$ cat src/rtl/clk_gen_pkg.sv
// Shared constants for the clk-domain enable/divider generators.
package clk_gen_pkg;
  localparam int          CNT_W_DEF       = 16;
  localparam int          F_CLK_HZ        = 100_000_000;
  localparam int          F_DEF_OUT_HZ    = 1_000;
  localparam logic [15:0] DEFAULT_DIV_DEF = 16'(F_CLK_HZ / (2 * F_DEF_OUT_HZ));
endpackage

$ cat src/rtl/clk_div_chan.sv
// One divider channel: half-period counter, active/shadow divisor, output and tick flops.
module clk_div_chan
  import clk_gen_pkg::*;
#(
  parameter int               CNT_W       = CNT_W_DEF,
  parameter logic [CNT_W-1:0] DEFAULT_DIV = CNT_W'(DEFAULT_DIV_DEF)
) (
  input  logic             clk,
  input  logic             reset,
  input  logic             en,
  input  logic             restart,
  input  logic             wr,
  input  logic [CNT_W-1:0] wr_div,
  output logic             clk_out,
  output logic             tick,
  output logic             pend
);

  logic [CNT_W-1:0] cnt;
  logic [CNT_W-1:0] div_act;
  logic [CNT_W-1:0] shadow;
  logic [CNT_W-1:0] next_div;
  logic             active;
  logic             term;

  // shadow equals div_act whenever nothing is pending, so it is always the value to load
  always_comb begin
    active   = en && (div_act != '0);
    term     = active && (cnt == div_act - 1'b1);
    next_div = wr ? wr_div : shadow;
  end

  always_ff @(posedge clk or posedge reset) begin
    if (reset) begin
      cnt     <= '0;
      div_act <= DEFAULT_DIV;
      shadow  <= DEFAULT_DIV;
      pend    <= 1'b0;
      clk_out <= 1'b0;
      tick    <= 1'b0;
    end else if (restart || !active) begin
      cnt     <= '0;
      clk_out <= 1'b0;
      tick    <= 1'b0;
      div_act <= next_div;
      shadow  <= next_div;
      pend    <= 1'b0;
    end else if (term) begin
      cnt     <= '0;
      div_act <= next_div;
      shadow  <= next_div;
      pend    <= 1'b0;
      // a zero divisor parks the output low; only a falling edge earns a tick
      if (next_div == '0) begin
        clk_out <= 1'b0;
        tick    <= clk_out;
      end else begin
        clk_out <= ~clk_out;
        tick    <= 1'b1;
      end
    end else begin
      cnt  <= cnt + 1'b1;
      tick <= 1'b0;
      if (wr) begin
        shadow <= wr_div;
        pend   <= 1'b1;
      end
    end
  end

endmodule

$ cat src/rtl/clk_div_bank.sv
// Bank of N_CH programmable square-wave / tick generators sharing a phase-align restart.
module clk_div_bank
  import clk_gen_pkg::*;
#(
  parameter int               N_CH        = 4,
  parameter int               CH_W        = 2,
  parameter int               CNT_W       = CNT_W_DEF,
  parameter logic [CNT_W-1:0] DEFAULT_DIV = CNT_W'(DEFAULT_DIV_DEF)
) (
  input  logic             clk,
  input  logic             reset,
  input  logic [N_CH-1:0]  ch_en,
  input  logic             sync_restart,
  input  logic             wr_en,
  input  logic [CH_W-1:0]  wr_ch,
  input  logic [CNT_W-1:0] wr_div,
  output logic [N_CH-1:0]  clk_out,
  output logic [N_CH-1:0]  tick,
  output logic [N_CH-1:0]  pend
);

  logic [N_CH-1:0] wr_sel;

  // out-of-range channel indices match no channel and are dropped
  always_comb begin
    wr_sel = '0;
    for (int i = 0; i < N_CH; i++) begin
      wr_sel[i] = wr_en && (wr_ch == CH_W'(i));
    end
  end

  for (genvar g = 0; g < N_CH; g++) begin : g_chan
    clk_div_chan #(
      .CNT_W       (CNT_W),
      .DEFAULT_DIV (DEFAULT_DIV)
    ) u_chan (
      .clk     (clk),
      .reset   (reset),
      .en      (ch_en[g]),
      .restart (sync_restart),
      .wr      (wr_sel[g]),
      .wr_div  (wr_div),
      .clk_out (clk_out[g]),
      .tick    (tick[g]),
      .pend    (pend[g])
    );
  end

endmodule

$ cat config.mk
export PLATFORM = sky130hd
export DESIGN_NAME = clk_div_bank
export DESIGN_NICKNAME = d
export VERILOG_FILES = /design/src/rtl/clk_gen_pkg.sv /design/src/rtl/clk_div_chan.sv /design/src/rtl/clk_div_bank.sv
export SDC_FILE = /design/constraint.sdc
export NUM_CORES = 1
export LEC_CHECK = 0
export ABC_AREA = 1
export BUFFER_PORTS_ARGS = -buffer_cell sky130_fd_sc_hd__clkbuf_2
export CORE_AREA = 2 2 145 147
export CTS_CLUSTER_SIZE = 30
export DETAILED_ROUTE_END_ITERATION = 12
export DIE_AREA = 0 0 147 149
export HOLD_SLACK_MARGIN = 0.15
export PLACE_DENSITY = 0.81
export SETUP_SLACK_MARGIN = 0.1
export SLEW_MARGIN = 20
export SYNTH_ARGS = -nofsm -noshare
export SYNTH_HDL_FRONTEND = slang
export SYNTH_HIERARCHICAL = 1
export SYNTH_SLANG_ARGS = --single-unit
$ cat constraint.sdc
create_clock -name clk -period 2.4 [get_ports clk]
set_clock_uncertainty 0.15 [all_clocks]
set_input_delay 0.48 -clock clk [delete_from_list [all_inputs] [get_ports clk]]
set_output_delay 0.48 -clock clk [all_outputs]
set_load 0.02 [all_outputs]
==> flow_summary.yaml <==
status:
  run_status: "finished clean"
power_and_ir_drop:
  comb_power_share_pct: 27.1
  p_leak_nw: 7.51
  max-vdd-ir-drop_mv: 0.564
  switching_share_pct: 33.5
  post_layout_total_power_mw: 10.5
  p_clk_share_pct: 31.6
  power.density_cell_area_nw_per_um2: 682
  internal_power_mw: 6.98
  net-switching-power_mw: 3.51
  pwr-share-seq_pct: 41.4
placed_design:
  gp_congestion: 0.943
  port_buffers: 37
  dp_hpwl_um: 22600
final_layout:
  n_antenna_cell: 0
  net_total_in_the_final_layout: 1929
  sequential_cell_area_um2: 5180
  top_library_cells_by_usage_in_the_layout_fill_and_taps_aside: "sky130_fd_sc_hd__nand2_1, sky130_fd_sc_hd__nor2_1, sky130_fd_sc_hd__inv_1"
  syn_to_final_growth_pct: 22.4
  layout_commonest_cell: "sky130_fd_sc_hd__nand2_1"
  layout-drive-gt1-share_pct: 22.6
  final.fill_count: 1463
  multi_input_area_um2: 7020
critical_path:
  worstPathArrival_ns: 2.64
  critPathRequiredTime_ns: 2.69
  top_fanout_value_on_the_critical_path: 17
  setup.worst_path.start_class: "flop"
  critical_path.endpoint_type: "flop"
  timing.setup.critical_path_class: "flop to flop"
logic_synthesis:
  yosysTopAreaCellShare_pct: 31.1
  yosysUniqueCellTypes: 31
  post_synth_inst_count: 1769
  postSynthNetCount: 1807
  syn-cell-area_um2: 12600
  most_used_flip_flop_cell_after_synthesis: "sky130_fd_sc_hd__dfrtp_1"
  synth-edff-count: 0
  yosys_register_bits: 204
  synthTopCellsByArea: "sky130_fd_sc_hd__dfrtp_1, sky130_fd_sc_hd__nand2_1, sky130_fd_sc_hd__dfstp_2, sky130_fd_sc_hd__nor2_1, sky130_fd_sc_hd__nand3_1"
  synth_async_sr_flop_share_pct: 100
  seq_area_frac_synth_pct: 41.1
  synth_top_area_cell: "sky130_fd_sc_hd__dfrtp_1"
  post_synth.cell_area_avg_um2: 7.10
  synth_warnings: 6
routing:
  remaining_drc_errors: 0
  drt-initial-drc-count: 1111
  vias_per_cell: 5.53
  routed_wl_um: 34600
  detail-route-antenna-nets: 0
  detailroute.via_count: 12100
  avgRoutedWirePerCell_um: 15.8
  firstDrtPassIters: 5
cts:
  clkTransAtPathRegs_ns: 0.06
  clkLatencyLatePin_ns: 0.51
  tritoncts_clock_tree: "built"
  cts_max_path_buffers: 3
  cts-htree-levels: 1
  clk_root_buffer_cell: "sky130_fd_sc_hd__clkbuf_16"
  clock_sinks: 204
  numCtsBuffers: 22
floorplanning:
  design.core.area_um2: 20600
  placement_rows: 53
  die_x_um: 147
  die-area_um2: 21900
  die_h_um: 149
  start_util_pct: 61.1
  num_io_pins: 38
global_routing:
  track_usage_pct: 28.4
  first_pass_grt_wire_length_um: 50900
  first_global_vias: 10700
  grt.overflow.total: 0
  largest_net_degree_at_the_start_of_global_routing: 52
  grt_antenna_before_repair: 0
timing:
  hold_viol_final: 0
  period_minus_slack_ns: 2.36
  slew-limit-headroom_pct: 57.7
  timing_max_transition_violations_final: 0
  timing.final.setup_violations: 0
  max_freq_mhz: 424
  setup_tns_after_final_layout_ns: 0
  timing.final.crit_share_pct: 98.2
  worst_hold_slack_ns: 0.183
  rsz0062_at_grt: "true"
  worst-slew-pin-transition_ns: 0.634
flow_run:
  maxCapViolCount: 0
hold_path:
  timing.hold.worst.class: "input port to flop"
## area by class of cell
type,instances,share of cell area (%)
timing repair buffer,131,8.14
multi-input combinational,1305,45.6
sequential,204,33.7
tap,275,2.24
clock buffer,32,4.35
inverter,227,5.54
clock inverter,8,0.374
## worst max-delay path, cell delays in order (launching register included)
cell and delay [ns]:
sky130_fd_sc_hd__dfrtp_2 0.45, sky130_fd_sc_hd__nor2_1 0.18, sky130_fd_sc_hd__nand2_1 0.12, sky130_fd_sc_hd__nor2_4 0.26, sky130_fd_sc_hd__buf_6 0.15, sky130_fd_sc_hd__nand3b_1 0.10
sky130_fd_sc_hd__nand2_2 0.09, sky130_fd_sc_hd__nand2_2 0.07, sky130_fd_sc_hd__nor2_4 0.12, sky130_fd_sc_hd__nand3_4 0.20, sky130_fd_sc_hd__nand2_8 0.21, sky130_fd_sc_hd__nand2_1 0.09
sky130_fd_sc_hd__nand2_1 0.09
## state kept, by name, summed over array words and instances (netlist names)
name,count
g_chan.u_chan/clk_out,4
g_chan.u_chan/shadow,64
g_chan.u_chan/tick,4
g_chan.u_chan/div_act,64
g_chan.u_chan/pend,4
g_chan.u_chan/cnt,64
## kinds of logic after synthesis
kind of cell,share of synthesized area (%)
compound gates,2.13
xor+xnor,6.27
fa+ha+maj,1.19
buf+inv,8.65
flops,41.1
mux,0.478
simple gates,40.2
## what timing repair did
item / in CTS / in global routing
hold buffers: 3 / 0
buffers inserted: 0 / 42
resized for setup: 8 / 197
endpoints found under the hold margin: 83 / 0
cloned: 0 / 15
setup endpoints to repair: 68 / 139
pin swaps: 0 / 79
## cells in the mapped netlist, types with 16 or more instances
library cell / count
sky130_fd_sc_hd__inv_1: 221
sky130_fd_sc_hd__o21ai_0: 43
sky130_fd_sc_hd__nand3b_1: 23
sky130_fd_sc_hd__dfrtp_1: 156
sky130_fd_sc_hd__or2_2: 19
sky130_fd_sc_hd__nand4_1: 41
sky130_fd_sc_hd__nor2_2: 21
sky130_fd_sc_hd__dfstp_2: 48
sky130_fd_sc_hd__nor2_1: 253
sky130_fd_sc_hd__xor2_1: 62
sky130_fd_sc_hd__nand2_1: 562
sky130_fd_sc_hd__xnor2_1: 28
sky130_fd_sc_hd__nand3_1: 166
sky130_fd_sc_hd__nor3_1: 16
## routing by layer
metal,GRT usage [%],routed length (um)
met1,39.1,14400
met2,46.5,16400
met3,3.64,2630
met4,10.2,1150
met5,0,0
## stage by stage
| step | instances | setup slack, ns | area [um^2] | util [%] |
|---|---|---|---|---|
| floorplan | 1769 | 0.229 | 12600 | - |
| global placement | 2082 | 0.0533 | 13200 | 64.4 |
| detailed placement | 2082 | 0.00371 | 13200 | 64.4 |
| CTS | 2125 | 0.0766 | 14000 | 68.3 |
| global route | 2182 | -0.0697 | 15400 | 74.8 |
| finish | 2182 | 0.0425 | 15400 | 74.8 |
## power by group through the flow
stage	logic, mW	registers (mW)	clock network, mW
after global routing	3.15	4.37	3.51
after CTS	2.30	4.26	3.36
final	2.84	4.34	3.31
after detailed placement	2.27	4.31	0
after floorplan	1.75	4.21	0
after global placement	2.21	4.31	0
## worst paths after layout
check	start	to	slack [ns]	cells after the start
min in group asynchronous	reset	g_chan[0].u_chan/tick	0.46	3
worst min-delay path	wr_div[9]	g_chan[3].u_chan/shadow[9]	0.18	3
max in group asynchronous	reset	g_chan[3].u_chan/div_act[2]	0.95	4
worst min register to register	g_chan[0].u_chan/div_act[14]	g_chan[0].u_chan/div_act[14]	0.34	2
worst max register to register	g_chan[0].u_chan/div_act[3]	g_chan[0].u_chan/div_act[15]	0.04	12
worst max-delay path	g_chan[0].u_chan/div_act[3]	g_chan[0].u_chan/div_act[15]	0.04	12
Power figures use the tool's default switching activity.
